===== src/rtl/divide_clk_multi.sv =====
// divide_clk_multi: CH-channel programmable clock/PWM divider with glitch-free shadow config; optional syncI via DIVCLK_SYNC_EN
module divide_clk_multi #(
  parameter int CH = 4,
  parameter int WIDTH = 24,
  parameter int M_DEF = 1_000_000,
  parameter int N_DEF = 500_000,
  localparam int CW = (CH > 1) ? $clog2(CH) : 1
) (
  input  logic             clkI,
  input  logic             rstN,
  input  logic [CH-1:0]    en,
`ifdef DIVCLK_SYNC_EN
  input  logic             syncI,
`endif
  input  logic             cfgWr,
  input  logic [CW-1:0]    cfgCh,
  input  logic [WIDTH-1:0] cfgM,
  input  logic [WIDTH-1:0] cfgN,
  output logic [CH-1:0]    clkO,
  output logic [CH-1:0]    wrapO,
  output logic [CH-1:0]    pendO
);
  localparam int M_CLAMP = (M_DEF == 0) ? 1 : M_DEF;
  logic w_sync;
  logic [WIDTH-1:0] w_cfg_m;
`ifdef DIVCLK_SYNC_EN
  assign w_sync = syncI;
`else
  assign w_sync = 1'b0;
`endif
  assign w_cfg_m = (cfgM == '0) ? WIDTH'(1) : cfgM;
  for (genvar g = 0; g < CH; g++) begin : g_ch
    logic [WIDTH-1:0] r_cnt, r_mact, r_nact, r_msh, r_nsh;
    logic r_pend, r_clk, r_wrap;
    logic [WIDTH-1:0] w_m;
    logic w_wr, w_wrap, w_restart, w_apply;
    assign w_m = (r_mact == '0) ? WIDTH'(1) : r_mact;
    assign w_wr = cfgWr && (cfgCh == CW'(g));
    assign w_wrap = (r_cnt == w_m);
    // a stopped channel and a sync pulse both force a fresh period starting at r=1
    assign w_restart = !en[g] || w_sync;
    // shadow values only move to active at a period boundary, so output never glitches
    assign w_apply = r_pend && (w_restart || w_wrap);
    // per-channel counter, registered outputs and shadow/active config
    always_ff @(posedge clkI or negedge rstN) begin
      if (!rstN) begin
        r_cnt  <= WIDTH'(1);
        r_mact <= WIDTH'(M_CLAMP);
        r_msh  <= WIDTH'(M_CLAMP);
        r_nact <= WIDTH'(N_DEF);
        r_nsh  <= WIDTH'(N_DEF);
        r_pend <= 1'b0;
        r_clk  <= 1'b0;
        r_wrap <= 1'b0;
      end else begin
        r_cnt  <= (w_restart || w_wrap) ? WIDTH'(1) : r_cnt + WIDTH'(1);
        r_clk  <= !w_restart && ((r_cnt >= r_nact) || w_wrap);
        r_wrap <= !w_restart && w_wrap;
        if (w_apply) begin
          r_mact <= r_msh;
          r_nact <= r_nsh;
        end
        if (w_wr) begin
          r_msh <= w_cfg_m;
          r_nsh <= cfgN;
        end
        r_pend <= w_wr || (r_pend && !w_apply);
      end
    end
    assign clkO[g]  = r_clk;
    assign wrapO[g] = r_wrap;
    assign pendO[g] = r_pend;
  end
endmodule


===== config.mk =====
export PLATFORM = sky130hd
export DESIGN_NAME = divide_clk_multi
export DESIGN_NICKNAME = d
export VERILOG_FILES = /design/src/rtl/divide_clk_multi.sv
export SDC_FILE = /design/constraint.sdc
export NUM_CORES = 1
export LEC_CHECK = 0
export ABC_AREA = 0
export CORE_MARGIN = 5
export CORE_UTILIZATION = 30
export CTS_CLUSTER_DIAMETER = 100
export DETAILED_ROUTE_END_ITERATION = 12
export DONT_BUFFER_PORTS = 1
export SYNTH_ARGS = -nofsm -noshare
export SYNTH_HDL_FRONTEND = slang
export SYNTH_SLANG_ARGS = --single-unit

===== constraint.sdc =====
create_clock -name clkI -period 3.1 [get_ports clkI]
set_input_delay 0.31 -clock clkI [delete_from_list [all_inputs] [get_ports clkI]]
set_output_delay 0.31 -clock clkI [all_outputs]
set_load 0.01 [all_outputs]

======== After elaboration in Yosys (flattened, before gate mapping) ========
Index checks and enable logic that the tools add are counted.
storage, ports and cells
  word-level logic and storage cells ...... 102
  output and inout port bits .............. 12
  input bits .............................. 57
  register bits after elaboration ......... 492
operators by class
  $lt $le $gt $ge ......................... 4
  muxes and demuxes ....................... 9
  reduce and logical (&&, ||, !) cells .... 46
  $add $sub $neg .......................... 4
  eq/ne operators ......................... 7
operators with widths
  cell                                                              count
  24-bit two-way mux                                                9
  24-bit zero test                                                  5
  24-bit by 1-bit adder with 24-bit output (second input constant)  4
  24-bit == test                                                    4
  24-bit >= comparator                                              4
  1-bit logical AND                                                 20
  1-bit logical OR                                                  12
  1-bit zero test                                                   8
  2-bit == test (second input constant)                             2
  2-bit by 1-bit == test with 1-bit output (second input constant)  1
  2-bit zero test                                                   1

======== Depth between registers and ports, before layout ========
  depth after elaboration ................. 8
  gate-level depth with buffers ........... 9
  gate-level depth less buffers ........... 8

======== Worst setup path before layout ========
Ideal clock, no wire load.
  kind .................................... register to register
  from .................................... register g_ch[2].r_mact[13]
  to ...................................... register g_ch[2].r_mact[0]
  path slack .............................. 702 ps
  clock period less this slack ............ 2398 ps
  data arrival time ....................... 2273 ps
  required time ........................... 2975 ps
  setup time .............................. 125 ps
  path buffers ............................ 2
  cell stages (with the launch flop) ...... 9
  cell sequence ........................... dfrtp_1 nor4_1 nand4_1 or3_1 and4_1 a31oi_1 buf_2 buf_2 mux2_2
between the ends
  cells in the longest elaborated chain, start to end .. 5
ends and longest elaborated chain
  element                   line  RTL
  start: declaration        33    logic [WIDTH-1:0] r_cnt, r_mact, r_nact, r_msh, r_nsh;
  start signal: assignment  48    r_mact <= WIDTH'(M_CLAMP);
  start signal: assignment  60    r_mact <= r_msh;
  24-bit zero test          37    assign w_m = (r_mact == '0) ? WIDTH'(1) : r_mact;
  24-bit two-way mux (*)    37
  24-bit == test (*)        39    assign w_wrap = (r_cnt == w_m);
  1-bit logical OR (*)      43    assign w_apply = r_pend && (w_restart || w_wrap);
  1-bit logical AND (*)     43
Every way passes the cells marked *; elsewhere a longest branch is shown, timed or not.
A chain may end at the register's enable or synchronous reset.

======== Worst setup path after layout ========
  from .................................... register g_ch[3].r_cnt[0]
  to ...................................... register g_ch[3].r_clk
between the ends
  cells in the longest elaborated chain, start to end .. 3
  elaborated cells between the ends (all ways) .. 4
  classes of those cells .................. order compare: 1; eq/ne: 1; reduce/logical: 2
ends and longest elaborated chain
  element                                                        line    RTL
  start: declaration                                             33
  start signal: assignment                                       56      r_cnt <= (w_restart || w_wrap) ? WIDTH'(1) : r_cnt + WIDTH'(1);
  24-bit >= comparator / 24-bit == test (equally long branches)  57, 39
  1-bit logical OR (*)                                           57      r_clk <= !w_restart && ((r_cnt >= r_nact) || w_wrap);
  1-bit logical AND (*)                                          57
  end signal: assignment                                         57
  end: declaration                                               34      logic r_pend, r_clk, r_wrap;
Marks and branches as above.

==> metrics.txt <==
status=finished, violations left; failing checks=negative hold slack; CTS max path bufs=3; Crit Path Class=reg2reg; Pre-Repair DR Iteration Count=6; top post-synthesis cells by area=dfrtp_1 39%, mux2_2 14%, dfstp_2 13%, ha_1 5.2%, xor2_1 3.5%; Routed Wire Length=70,800 um; Setup crit start kind=flip-flop; max frequency=0.352 GHz; Cells after Synth=between 2,000 and 2,500; worst slew pin tran=1.34 ns; Die W=around 290 um; Worst Hold Margin=-0.551 ns; Starting Density=between 30 and 40%; Max-slew headroom=between 10% and 20%; CP max stage cell=o41ai_1; routability cong.=just under 0.9; Clk pin slew, worst setup/hold paths=0.06 ns; fin util=between 30% and 40%; Post-synth EDFFs=0; grt ovf=0; crit path DAT=around 3.4 ns; RSZ-0062 raised after global routing=false; Final ANT Viol Nets=0; # clock sinks=approximately 500; CTS Hold Bufs=53; worst skew pair latency=roughly 0.60 ns; Vias/cell=~5.1; CTS tree=done; pin count of the biggest net entering global routing=between 400 and 500; Critical Path RT=about 3.6 ns; Placed Instances=just over 3,000; fraction of layout cells with a size suffix above 1=approximately 25%; Crit path largest cell delay=approximately 0.9 ns; Final Skew=approximately 0.013 ns; CP Cell Sequence=inv_1, ha_1, nand2b_1, a211oi_1, o211ai_1, nand3_1, o211a_1, o41ai_1, buf_4; Max-Cap Viols=0; Layout Cells excl Fill=3,251; Power Density=676 mW/mm2; Boundary Pins=69; total number of vias=16,677; Die ar.=0.0865 mm2; Fin Setup TNS=0 ns; Syn Nets=roughly 2,300; Post-Syn Area=about 0.024 mm2; Initial DRC Count=1,772; Synth Flop Type=dfrtp_1; Layout area overhead=14.4%; yosys warns=0; Worst Hold Class=in2async; die height=slightly below 300 um; post-synth top area cell=dfrtp_1; register bit total from synthesis=between 400 and 500; IO buf count=0; wire per inst=21.8 um; setup bufs post-CTS=0; Core Region=around 0.080 mm2; final hold violation count=392; GRT Util Overall=16.2%; CP endpoint kind=flip-flop; Avg Cell Area, Syn=11.5 um2; Std-Cell Rows=around 100; Worst VDD drop=a little over 0.0005 V; Post-layout nets=~2,300; Final Max Slew Viols=0; first-pass GRT wire length=about 110,000 um; time the worst path needs with I/O delays and setup=2.84 ns; number of remaining DRC errors=0; # resized after CTS=0; post-synthesis sequential area ratio=about half; Filler cells=between 7,000 and 8,000; flop2flop setup slack=0.26 ns; total CTS buffers=52; clock root buffer=clkbuf_16; Synth async-reset ratio=between 90% and 100%; period utilization=91.6%; initial antenna violation count=40; post-synth top area share=between 30% and 40%; LEAKAGE=about 0.012 uW; CTS H-Tree Depth=2; Worst Reg-to-Reg Cells=9; vias in the first global route=~17,000; final setup vio count=0; total power=approximately 19,000 uW; HPWL after detailed placement=43,000 um; post-synth cell types=52; CP max FO=8
-- registers in the layout, summed over array words and instances, names as in the netlist --
signal,flops
g_ch.r_nact,96
g_ch.r_nsh,96
g_ch.r_cnt,96
g_ch.r_msh,96
g_ch.r_mact,96
g_ch.r_pend,4
g_ch.r_clk,4
g_ch.r_wrap,4
-- power breakdown --
group,internal (uW),switching (uW)
Combinational,1700,1430
Clock,3840,2660
Sequential,8030,1050
-- kinds of logic after synthesis --
group	count (synthesis)	synth area share (%)
XOR/XNOR	181	6.55
buffers and inverters	219	3.71
AND/OR/NAND/NOR	607	12.5
multiplexers	329	15.3
AO/OA/AOI/OAI	169	5.35
adder cells (fa/ha/maj)	100	5.17
flip-flops	492	51.5
-- worst max-delay path: cells and delay by family (launching register included) --
| kind | cells | cell delay, ns |
|---|---|---|
| buffers and inverters | 2 | 0.32 |
| DFF | 1 | 0.64 |
| and+or+nand+nor | 2 | 0.24 |
| adders and majority gates | 1 | 0.27 |
| AOI/OAI and AO/OA | 4 | 1.32 |
-- synthesized netlist by cell type (3+ instances only) --
| master | count |
|---|---|
| xor2_1 | 98 |
| buf_1 | 15 |
| nand3_1 | 90 |
| o21a_1 | 4 |
| a2111oi_0 | 4 |
| ha_1 | 100 |
| or3_1 | 51 |
| o21ai_0 | 27 |
| dfrtp_1 | 376 |
| buf_2 | 9 |
| dfstp_2 | 116 |
| nor3_1 | 7 |
| or2_2 | 4 |
| nand2b_1 | 4 |
| nand2_1 | 145 |
| a211oi_1 | 14 |
| nor2_1 | 130 |
| mux2_1 | 20 |
| a21o_1 | 21 |
| nand4_1 | 42 |
| buf_4 | 13 |
| a222oi_1 | 48 |
| and2_1 | 51 |
| a21oi_1 | 24 |
| o211ai_1 | 6 |
| nor4_1 | 45 |
| and3_1 | 22 |
| nor2b_1 | 3 |
| mux2_2 | 309 |
| inv_1 | 121 |
| xnor2_1 | 83 |
| a31oi_1 | 4 |
| clkbuf_1 | 59 |
| and4_1 | 8 |
-- metal layers --
layer / global-route usage [%] / routed length (um) / vias to the layer above
met5: 0 / 41 / -
met4: 5.71 / 2380 / 6
met3: 3.51 / 6060 / 119
met2: 25.0 / 31900 / 555
met1: 22.6 / 30400 / 8517
li1: - / - / 7480
-- layout by cell type, fill, tap and decap left out, types with 21 or more instances in the layout --
cell,instances
dfrtp_1,375
mux2_2,309
nand2_1,144
nor2_1,129
inv_1,121
dfstp_2,116
ha_1,100
xor2_1,98
nand3_1,88
xnor2_1,82
clkbuf_16,53
dlygate4sd3_1,52
or3_1,51
and2_1,51
a222oi_1,48
nor4_1,45
nand4_1,42
o21ai_0,27
a21oi_1,24
and3_1,22
a21o_1,21
buf_4,21
-- final timing paths --
check	start	to
max	g_ch[3].r_cnt[0]	g_ch[3].r_clk
min	rstN	g_ch[3].r_wrap
max reg2reg	g_ch[3].r_cnt[0]	g_ch[3].r_clk
min reg2reg	g_ch[2].r_msh[0]	g_ch[2].r_msh[0]
max in group asynchronous	rstN	g_ch[1].r_msh[15]
min in group clkI	en[1]	g_ch[1].r_mact[18]
-- area by class of cell --
class	count	area (um2)	area share [%]
flip-flops and latches	492	12500	45.0
multi-input cells	1386	10900	39.4
clock buffers	74	1490	5.36
well taps	1060	1330	4.79
repair buffers	75	718	2.59
inverters	121	454	1.64
clock inverters	23	288	1.04
diodes	20	50.0	0.181
-- stage by stage --
step / cell area, um2 / setup WS, ns / hold WS [ns]
floorplan: 24200 / 0.702 / 0.0144
global placement: 25300 / 0.256 / 0.0287
detailed placement: 25300 / 0.273 / 0.0259
CTS: 27700 / 0.245 / -0.627
global route: 27700 / 0.224 / -0.595
finish: 27700 / 0.259 / -0.551
Power figures use the tool's default switching activity.
